<file path="config.mk">
export PLATFORM = sky130hd
export DESIGN_NAME = atomic_counter_bank
export DESIGN_NICKNAME = d
export VERILOG_FILES = /design/src/rtl/atomic_cnt_pkg.sv /design/src/rtl/atomic_cnt_channel.sv /design/src/rtl/atomic_counter_bank.sv
export SDC_FILE = /design/constraint.sdc
export NUM_CORES = 1
export LEC_CHECK = 0
export BUFFER_PORTS_ARGS = -buffer_cell sky130_fd_sc_hd__buf_2
export CELL_PAD_IN_SITES_DETAIL_PLACEMENT = 1
export CELL_PAD_IN_SITES_GLOBAL_PLACEMENT = 2
export CORE_MARGIN = 2
export CORE_UTILIZATION = 30
export DETAILED_ROUTE_END_ITERATION = 7
export GPL_TIMING_DRIVEN = 0
export PLACE_DENSITY_LB_ADDON = 0.05
export SLEW_MARGIN = 15
export SYNTH_ARGS = -nofsm -noshare
export SYNTH_HDL_FRONTEND = slang
export SYNTH_HIERARCHICAL = 1
export SYNTH_SLANG_ARGS = --single-unit
</file>
<file path="constraint.sdc">
create_clock -name clk -period 4.3 [get_ports clk]
set_input_delay 0.43 -clock clk [delete_from_list [all_inputs] [get_ports clk]]
set_output_delay 0.43 -clock clk [all_outputs]
set_load 0.005 [all_outputs]
</file>
<file path="src/rtl/atomic_cnt_pkg.sv">
// Shared types and elaboration helpers for the atomic counter bank.
package atomic_cnt_pkg;

    typedef enum logic {ST_IDLE, ST_BURST} state_t;

    function automatic bit beats_ok(input int cnt_w, input int bus_w);
        return (bus_w > 0) && (cnt_w % bus_w == 0) && (cnt_w >= bus_w);
    endfunction

    function automatic int calc_beats(input int cnt_w, input int bus_w);
        return beats_ok(cnt_w, bus_w) ? cnt_w / bus_w : 1;
    endfunction

    function automatic int clog2_min1(input int v);
        return (v > 1) ? $clog2(v) : 1;
    endfunction

endpackage

</file>
<file path="src/rtl/atomic_cnt_channel.sv">
// One event counter: load beats clear-on-read, which beats increment.
module atomic_cnt_channel #(
    parameter int CNT_W = 64
) (
    input  logic             clk,
    input  logic             reset,
    input  logic             ld,
    input  logic [CNT_W-1:0] ld_val,
    input  logic             inc,
    input  logic             clr,
    output logic [CNT_W-1:0] cnt
);

    always_ff @(posedge clk or posedge reset) begin
        if (reset)
            cnt <= '0;
        else if (ld)
            cnt <= ld_val;
        else if (clr)
            cnt <= CNT_W'(inc);   // an event coinciding with the read is kept
        else if (inc)
            cnt <= cnt + CNT_W'(1);
    end

endmodule

</file>
<file path="src/rtl/atomic_counter_bank.sv">
// Multi-channel event counter bank with single-copy-atomic multi-beat reads.
// Define ATOMIC_CNT_CLR_ON_READ_EN to make atomic reads clear the channel read.
module atomic_counter_bank
    import atomic_cnt_pkg::*;
#(
    parameter int NUM_CH = 4,
    parameter int CNT_W  = 64,
    parameter int BUS_W  = 32
) (
    input  logic                                clk,
    input  logic                                reset,
    input  logic [NUM_CH-1:0]                   trig_i,
    input  logic                                ld_i,
    input  logic [clog2_min1(NUM_CH)-1:0]       ld_ch_i,
    input  logic [CNT_W-1:0]                    ld_val_i,
    input  logic                                req_i,
    input  logic                                atomic_i,
    input  logic [clog2_min1(NUM_CH)-1:0]       ch_sel_i,
    output logic                                ack_o,
    output logic [BUS_W-1:0]                    count_o,
    output logic                                err_o
);

    localparam int BEATS  = calc_beats(CNT_W, BUS_W);
    localparam int CH_W   = clog2_min1(NUM_CH);
    localparam int BEAT_W = clog2_min1(BEATS);

    if (!beats_ok(CNT_W, BUS_W)) begin : g_bad_ratio
        $error("atomic_counter_bank: CNT_W must be an integer multiple of BUS_W");
    end

    logic [NUM_CH-1:0][CNT_W-1:0] cnt;
    logic [NUM_CH-1:0]            ld_hit;
    logic [NUM_CH-1:0]            clr_hit;
    logic [CNT_W-1:0]             sel_val;
    logic                         sel_ok;
    logic [BEATS-1:0][BUS_W-1:0]  shadow;
    logic [BEAT_W-1:0]            bidx;
    state_t                       state;
    logic                         rd_atomic;

    assign rd_atomic = req_i && atomic_i;

    for (genvar k = 0; k < NUM_CH; k++) begin : g_ch
        assign ld_hit[k] = ld_i && (ld_ch_i == CH_W'(k));
`ifdef ATOMIC_CNT_CLR_ON_READ_EN
        assign clr_hit[k] = rd_atomic && (ch_sel_i == CH_W'(k));
`else
        assign clr_hit[k] = 1'b0;
`endif
        atomic_cnt_channel #(.CNT_W(CNT_W)) u_ch (
            .clk    (clk),
            .reset  (reset),
            .ld     (ld_hit[k]),
            .ld_val (ld_val_i),
            .inc    (trig_i[k]),
            .clr    (clr_hit[k]),
            .cnt    (cnt[k])
        );
    end

    // Out-of-range selects fall through to a zero snapshot.
    always_comb begin
        sel_val = '0;
        sel_ok  = 1'b0;
        for (int k = 0; k < NUM_CH; k++) begin
            if (ch_sel_i == CH_W'(k)) begin
                sel_val = cnt[k];
                sel_ok  = 1'b1;
            end
        end
    end

    always_ff @(posedge clk or posedge reset) begin
        if (reset) begin
            state   <= ST_IDLE;
            bidx    <= '0;
            shadow  <= '0;
            ack_o   <= 1'b0;
            count_o <= '0;
            err_o   <= 1'b0;
        end else begin
            ack_o <= req_i;
            err_o <= 1'b0;
            if (rd_atomic) begin
                shadow  <= sel_val;
                count_o <= sel_val[BUS_W-1:0];
                bidx    <= BEAT_W'(1);
                err_o   <= !sel_ok;
                state   <= (BEATS > 1) ? ST_BURST : ST_IDLE;
            end else if (req_i) begin
                if (state == ST_BURST) begin
                    count_o <= shadow[bidx];
                    bidx    <= bidx + BEAT_W'(1);
                    if (bidx == BEAT_W'(BEATS - 1))
                        state <= ST_IDLE;
                end else begin
                    count_o <= '0;
                    err_o   <= 1'b1;
                end
            end
        end
    end

endmodule

</file>
==> flow_summary.yaml <==
global_routing:
  grt_pass1_wl_mm: 156
  antenna_found_initial: 3
  grtUsageTotal: 0.297
  grt_pass1_vias: 20371
  grt-ovfl-total: 0
  grt_max_degree: 75
power_and_ir_drop:
  clock_power_share: 0.449
  ir_worst_vdd_v: 0.000246
  sw_frac_of_total: 0.293
  p_switching_mw: 2.67
  p_int_mw: 6.43
  total_leakage_power_nw: 9.79
  powerDensity_nw_per_um2: 367
  power_frac_comb: 0.127
  power_frac_seq: 0.424
  total_power_mw: 9.10
place:
  dpl-instance-area_um2: 23200
  finalWeightedCongestion: 0.947
  io_buffers: 108
  dp_hpwl_mm: 85.8
clock_tree:
  clkTransAtPathRegs_ps: 60
  htree_levels: 2
  cts_sinks: 356
  clk_path_buf_depth: 3
  cts_tree: "yes"
  numCtsBuffers: 45
  cts-root-buf: "clkbuf_16"
  insertion_delay_ps: 600
setup_path:
  crit_path_end_kind: "flip-flop"
  critPathKind: "reg -> reg"
  cp.arrival_ps: 4390
  worst-endpoint-required_ps: 4740
  cp_max_fo: 7
  critPathLaunchType: "flip-flop"
sta:
  post-route-period-util: 0.918
  max_clock_freq_ghz: 0.253
  maxSlewHeadroom: 0.207
  fin_worst_skew_ps: 16.4
  slew_viol_final: 0
  layout_min_cycle_time_ps: 3950
  setup_viol_count_final: 0
  grt_setup_unrepaired: "false"
  worst_slew_pin_slew_ps: 1190
  hold_viol_final: 0
cells_and_area:
  diodes: 0
  drive_gt1_frac: 0.146
  final_area_um2: 24800
  layout.nets: 2595
  finalCoreUtilization: 0.353
  filler_cell_count: 8196
  synthToLayoutAreaGrowth_pct: 16.4
status:
  outcome: "completed"
synth:
  ys_types: 52
  ys_top_cells_by_area: "dfrtp_1, nand2_1, xnor2_1"
  yosysWarnings: 6
  ys_seq_elements: 356
  synthTopCellsByCount: "nand2_1, dfrtp_1, o21ai_0, xnor2_1, nor2_1"
  avgSynthCellArea_um2: 9.07
  yosysSeqAreaShare: 0.419
  async_reset_ff_frac: 1.00
  yosysMostFrequentCell: "nand2_1"
  synth_top_area_frac: 0.419
  synth_cells: 2347
  synth_edf_count: 0
  synth_top_area_cell: "dfrtp_1"
  synth-main-ff-cell: "dfrtp_1"
  synth_area_um2: 21300
floorplanning:
  core_um2: 70100
  die-area_um2: 73100
  dieHeight_um: 270
  die_w_um: 270
  placementRows: 97
  initial_core_util: 0.303
  io_pins: 111
min_path:
  worstHoldPathType: "in -> reg"
detailed_routing:
  drt-initial-drc-count: 1672
  wire_per_inst_um: 31.3
  drc: 0
  vias_per_cell: 5.68
  vias: 19816
  drt-pass1-iter-count: 5
  detail-route-antenna-nets: 0
  drt-total-wl_mm: 109
run:
  drv_cap: 0
cell usage in the layout (no fill, tap or decap), drive strengths merged, types with 6 or more instances in the layout:
| master | count |
|---|---|
| nand2 | 606 |
| dfrtp | 356 |
| o21ai | 225 |
| buf | 160 |
| xnor2 | 147 |
| clkbuf | 136 |
| nor2 | 105 |
| nand3 | 96 |
| nand4 | 84 |
| nor3 | 81 |
| xor2 | 70 |
| nor4 | 65 |
| mux4 | 64 |
| inv | 63 |
| a21oi | 48 |
| o31ai | 40 |
| mux2i | 36 |
| o221ai | 32 |
| and3 | 28 |
| or3 | 17 |
| and4 | 13 |
| or2 | 8 |
| nor3b | 8 |
| bufinv | 6 |
| a41oi | 6 |
cell type report:
type / count / area [µm²] / area share
buffer: 117 / 604 / 0.0244
clock buffer: 65 / 1300 / 0.0525
tap: 940 / 1180 / 0.0475
clock inverter: 15 / 238 / 0.00960
multi-input combinational: 1817 / 11600 / 0.468
inverter: 61 / 244 / 0.00985
timing repair buffer: 116 / 698 / 0.0282
sequential: 356 / 8910 / 0.360
critical path: stages, from the launching register on:
cell and delay (ps):
dfrtp_1 560, nand4_1 640, nor4_2 930, nand4_1 870, nor3_1 510, xnor2_1 180, o21ai_0 90
metal layers:
layer,up-vias,part of all wire,global-route usage
met4,0,0.040,0.104
met2,683,0.46,0.477
met5,-,0,0
met3,171,0.056,0.0382
met1,10307,0.44,0.409
li1,8655,-,-
sequential cells by signal (all words and copies together), names as in the netlist:
| name | flops |
|---|---|
| ack_o | 1 |
| bidx | 1 |
| count_o | 32 |
| err_o | 1 |
| g_ch.u_ch/cnt | 256 |
| shadow | 64 |
| state | 1 |
final timing paths:
| kind | start | endpoint | slack (ps) | cells past startpoint |
|---|---|---|---|---|
| max | g_ch[1].u_ch/cnt[37] | g_ch[1].u_ch/cnt[61] | 350 | 6 |
| min | atomic_i | err_o | 40 | 2 |
| max reg2reg | g_ch[1].u_ch/cnt[37] | g_ch[1].u_ch/cnt[61] | 350 | 6 |
| min reg2reg | shadow[22] | shadow[22] | 480 | 2 |
| max in group asynchronous | reset | g_ch[0].u_ch/cnt[63] | 3110 | 4 |
| min in group asynchronous | reset | count_o[2] | 470 | 3 |
repair_timing:
action,4_1_cts,5_1_grt
endpoints found under the setup margin,0,0
gates resized for setup,0,0
buffers inserted,0,0
hold endpoints to repair,83,0
hold buffers,2,0
metrics by stage:
| stage | std cells | setup TNS (ps) | hold slack [ps] | setup slack (ps) |
|---|---|---|---|---|
| finish | 3487 | 0 | 39.6 | 352 |
| global route | 3487 | 0 | 31.8 | 418 |
| CTS | 3487 | 0 | 4.40 | 487 |
| detailed placement | 3405 | 0 | 462 | 331 |
| global placement | 3399 | -23100 | 457 | -256 |
| floorplan | 2351 | 0 | 441 | 1250 |
kinds of logic after synthesis:
kind of cell             after synthesis  synth area share
AND/OR/NAND/NOR                     1128             0.255
AO/OA/AOI/OAI                        362             0.107
flip-flops                           356             0.419
XOR/XNOR                             217            0.0893
buffers and inverters                178            0.0391
multiplexers                         101            0.0892
adder cells (fa/ha/maj)                4           0.00235
other                                  1          0.000176
power groups by stage:
| stage | combinational (mW) | sequential [mW] | clock (mW) |
|---|---|---|---|
| 6_report | 1.16 | 3.85 | 4.08 |
| 5_1_grt | 1.25 | 3.88 | 4.31 |
| 4_1_cts | 1.15 | 3.86 | 4.18 |
| 3_5_place_dp | 1.14 | 3.92 | 0 |
| 3_3_place_gp | 1.11 | 3.91 | 0 |
| 2_1_floorplan | 0.673 | 3.80 | 0 |
(Power assumes the default switching activity.)
